[config.mk]
export PLATFORM = sky130hd
export DESIGN_NAME = mul_shift_add_flat
export DESIGN_NICKNAME = d
export VERILOG_FILES = /design/src/rtl/mul_shift_add_if.sv /design/src/rtl/mul_shift_add.sv /design/src/flat_wrapper.sv
export SDC_FILE = /design/constraint.sdc
export NUM_CORES = 1
export LEC_CHECK = 0
export CAP_MARGIN = 20
export CORE_UTILIZATION = 35
export CTS_BUF_LIST = sky130_fd_sc_hd__clkbuf_4 sky130_fd_sc_hd__clkbuf_8 sky130_fd_sc_hd__clkbuf_16
export DETAILED_ROUTE_END_ITERATION = 12
export PLACE_DENSITY = 0.82
export SYNTH_ARGS = -nofsm -noshare
export SYNTH_HDL_FRONTEND = slang
export SYNTH_SLANG_ARGS = --single-unit
[constraint.sdc]
create_clock -name clk -period 3.7 [get_ports clk]
set_clock_uncertainty 0.05 [all_clocks]
set_input_delay 0.74 -clock clk [delete_from_list [all_inputs] [get_ports clk]]
set_output_delay 0.74 -clock clk [all_outputs]
set_load 0.03 [all_outputs]
[src/rtl/mul_shift_add_if.sv]
// Operand/product handshake bundle for mul_shift_add.
// The requester drives operands and out_ready; the multiplier answers with in_ready, out_valid and product.
interface mul_shift_add_if;
   logic        in_valid;
   logic        in_ready;
   logic [31:0] a_in;
   logic [31:0] b_in;
   logic        out_valid;
   logic        out_ready;
   logic [63:0] product;

   modport master (
      output in_valid, a_in, b_in, out_ready,
      input  in_ready, out_valid, product
   );

   modport slave (
      input  in_valid, a_in, b_in, out_ready,
      output in_ready, out_valid, product
   );
endinterface

[src/rtl/mul_shift_add.sv]
// Sequential 32x32->64 unsigned shift-add multiplier.
// Each partial sum is formed by an external 32-bit adder, one bit per cycle.
module mul_shift_add (
   input  logic                 clk,
   input  logic                 reset,
   mul_shift_add_if.slave       bus,
   input  logic                 abort,
   output logic [31:0]          add_a,
   output logic [31:0]          add_b,
   output logic [2:0]           add_op,
   input  logic [31:0]          add_res,
   input  logic [31:0]          add_cout,
   output logic                 busy
);

   typedef enum logic [1:0] {IDLE, CALC, DONE} state_t;

   state_t      state, state_nxt;
   logic [5:0]  cnt;
   logic [31:0] m;
   logic [63:0] p;

   // Only the top carry is meaningful for the 33-bit partial sum.
   logic unused_cout;
   assign unused_cout = ^add_cout[30:0];

   always_ff @(posedge clk or posedge reset) begin
      if (reset) state <= IDLE;
      else       state <= state_nxt;
   end

   always_comb begin
      state_nxt = state;
      case (state)
         IDLE: if (bus.in_valid) state_nxt = CALC;
         CALC: begin
            if (abort)              state_nxt = IDLE;
            else if (cnt == 6'd31)  state_nxt = DONE;
         end
         DONE: if (abort || bus.out_ready) state_nxt = IDLE;
         default: state_nxt = IDLE;
      endcase
   end

   always_ff @(posedge clk or posedge reset) begin
      if (reset) begin
         m   <= '0;
         p   <= '0;
         cnt <= '0;
      end else begin
         case (state)
            IDLE: if (bus.in_valid) begin
               m   <= bus.a_in;
               p   <= {32'h0, bus.b_in};
               cnt <= '0;
            end
            // Carry, sum and low half together form the 65-bit value shifted right by one.
            CALC: if (!abort) begin
               p   <= {add_cout[31], add_res, p[31:1]};
               cnt <= cnt + 6'd1;
            end
            default: ;
         endcase
      end
   end

   assign add_a         = p[63:32];
   assign add_b         = p[0] ? m : '0;
   assign add_op        = 3'b010;
   assign bus.in_ready  = (state == IDLE);
   assign bus.out_valid = (state == DONE);
   assign bus.product   = p;
   assign busy          = (state != IDLE);

endmodule

[src/flat_wrapper.sv]
// flat-port wrapper written by rule: the top's interface ports become plain ports
module mul_shift_add_flat 
  (clk, reset, abort, add_a, add_b, add_op, add_res, add_cout, busy, bus_in_valid, bus_a_in, bus_b_in, bus_out_ready, bus_in_ready, bus_out_valid, bus_product);
  mul_shift_add_if bus_i ();
  input  logic clk;
  input  logic reset;
  input  logic abort;
  output logic [31:0] add_a;
  output logic [31:0] add_b;
  output logic [2:0] add_op;
  input  logic [31:0] add_res;
  input  logic [31:0] add_cout;
  output logic busy;
  input wire logic [$bits(bus_i.in_valid)-1:0] bus_in_valid;
  input wire logic [$bits(bus_i.a_in)-1:0] bus_a_in;
  input wire logic [$bits(bus_i.b_in)-1:0] bus_b_in;
  input wire logic [$bits(bus_i.out_ready)-1:0] bus_out_ready;
  output wire logic [$bits(bus_i.in_ready)-1:0] bus_in_ready;
  output wire logic [$bits(bus_i.out_valid)-1:0] bus_out_valid;
  output wire logic [$bits(bus_i.product)-1:0] bus_product;
  assign bus_i.in_valid = bus_in_valid;
  assign bus_i.a_in = bus_a_in;
  assign bus_i.b_in = bus_b_in;
  assign bus_i.out_ready = bus_out_ready;
  assign bus_in_ready = bus_i.in_ready;
  assign bus_out_valid = bus_i.out_valid;
  assign bus_product = bus_i.product;
  mul_shift_add u_core (.clk(clk), .reset(reset), .bus(bus_i), .abort(abort), .add_a(add_a), .add_b(add_b), .add_op(add_op), .add_res(add_res), .add_cout(add_cout), .busy(busy));
endmodule
==> metrics.txt <==
area taken by multi-input logic gates 1740 sq um; Post-CTS Resized 0; HP Class flip-flop to flip-flop; TritonCTS clock tree done; initial antenna violation count 0; final WL 12600 um; Worst path top cell family by delay flip-flops; HPWL after DPL 8940 um; final hold violation count 0; Post-route DRC 0; vias in the first global route 4054; Non-Filler Instances 827; Bufs on Longest Clock Path 2; GRT Residual Overflow 0; Worst Path Buf+Inv 1; antenna cells 0; first-pass GRT wire length 20500 um; Leakage 0.00325 uW; WL/cell 15.3 um; Synth cell types 32; critical-path maximum fanout 34; fill cell count 1151; Slew headroom 0.471; CTS Hold Bufs 0; initial drt markers 192; Die Height 118 um; largest net degree at the start of global routing 54; slew at the pin with the worst max-slew slack 794 ps; IO buf count 232; P&R area growth vs syn 53.0%; core area 13200 sq um; RSZ-0062 raised after global routing false; Achievable Freq 345 MHz; initial core utilization 0.359; Synth area leader dfrtp_1; placed insts 813; status finished clean; top cells by area, synth dfrtp_1 55%, nand2_1 7.9%, mux2i_1 7.0%, a22o_1 5.9%, buf_4 5.6%; via count 4006; Final Max Tran Viols 0; TritonCTS Buffers 9; Synth top area share 0.550; ratio of cells with drive above 1 in the final layout 0.0461; Startpoint Class flip-flop; die area 14000 sq um; Setup violations, final 0; crit path kind flip-flop to primary output; minimum clock period 2900 ps; Synthesis Warnings 0; commonest non-fill, non-tap cells in the layout 232 x clkdlybuf4s50_1, 104 x dfrtp_1, 99 x nand2_1, 35 x nand3_1, 33 x mux2i_1; total track usage 0.181; Cell Area, Synth 4730 sq um; Peak supply drop 216 uV; Clk pin slew, worst setup/hold paths 70 ps; clk_lat worst skew 330 ps; Slowest-stage cell, CP dfrtp_1; vias per cell 4.84; syn_area_per_cell 10.2 sq um; Post-CTS Setup Inserts 0; Critical Path RT 2910 ps; setup_tns 0 ps; Yosys reg bits 104; DRT Pass-1 Iters 4; final period utilization 0.783; Core Util, Final 0.549; clock sinks 104; Reg area 2600 sq um; Clock Tree Root clkbuf_16; WP data arrival 2110 ps; Setup crit end kind primary output; Chip Width 118 um; nets 782; Synth Instances 464; io pins 267; most common library cell in the layout ignoring fill and taps clkdlybuf4s50_1; Pwr Density 598 nW/um^2; post-synthesis sequential area ratio 0.550; Maximum Capacitance Violations 0; num rows 42; H-tree Lvls 3; Routed Antenna Nets 0; Placer Congestion 0.787; crit-path max cell delay 860 ps; critical-path cell list and2_1, clkdlybuf4s50_1
cell usage after synthesis, drive strengths merged:
master  instances
a21oi           2
a22o           32
and2           32
and2b           1
buf            48
clkbuf         20
conb            2
dfrtp         104
ha              1
inv             3
mux2            1
mux2i          33
nand2          99
nand2b          2
nand3          35
nand4           1
nor2            1
nor3b           3
o211ai          1
o21ai          34
o31ai           3
or2             1
or3b            2
or4             1
or4b            1
or4bb           1
logic make-up (layout without fill, tap and decap cells):
group | Yosys count | after routing | synth area share
other | 2 | 3 | 0.00159
DFF | 104 | 104 | 0.550
and+or+nand+nor | 180 | 180 | 0.182
buffers and inverters | 71 | 257 | 0.0873
adders and majority gates | 1 | 1 | 0.00265
muxes | 34 | 34 | 0.0722
AOI/OAI and AO/OA | 72 | 72 | 0.104
worst reg2reg max path: stages, from the launching register on:
cell and delay, ps:
dfrtp_1 480, or3b_2 830, buf_4 380, nand3_1 120, o21ai_0 90
power breakdown:
part / internal [uW] / switching (uW) / total, uW
clock network: 475 / 394 / 869
registers: 1390 / 213 / 1600
logic: 811 / 1040 / 1850
total: 2670 / 1650 / 4320
area by class of cell:
type                    instances  share of cell area
inverters                       3             0.00190
flip-flops and latches        104               0.360
clock buffers                  11              0.0341
clock inverters                 3             0.00259
well taps                     176              0.0304
multi-input cells             290               0.240
repair buffers                240               0.331
through the flow:
stage                     hold slack, ps  setup slack (ps)  area, sq um  total power [uW]
final                                417               804         7240              4320
after CTS                            422               748         7240              4380
after global placement               399               911         6970              3440
after global routing                 435               647         7240              4540
after detailed placement             406               888         6970              3490
after floorplan                      387               178         4730              2700
routing by layer:
layer / part of all wire / wire length, um / track usage
met2: 0.51 / 6400 / 0.313
met4: 0.0092 / 116 / 0.0585
met3: 0.065 / 816 / 0.0381
met1: 0.42 / 5290 / 0.225
met5: 0 / 0 / 0
flip-flops by register name, summed over array words and instances, names as in the netlist:
| name | cells |
|---|---|
| u_core.bus.product | 64 |
| u_core.state | 2 |
| u_core.m | 32 |
| u_core.cnt | 6 |
path summary, 6_finish.rpt:
check                                 startpoint  slack [ps]                endpoint  depth (start not counted)
setup / recovery           u_core.bus.product[0]         800                add_b[3]                          2
hold / removal                      u_core.m[31]         420            u_core.m[31]                          2
setup reg to reg                 u_core.state[0]        1600   u_core.bus.product[0]                          4
hold reg to reg                     u_core.m[31]         420            u_core.m[31]                          2
max in group asynchronous                  reset        1930  u_core.bus.product[30]                          3
min in group asynchronous                  reset         800  u_core.bus.product[48]                          2
(Power assumes the default switching activity.)
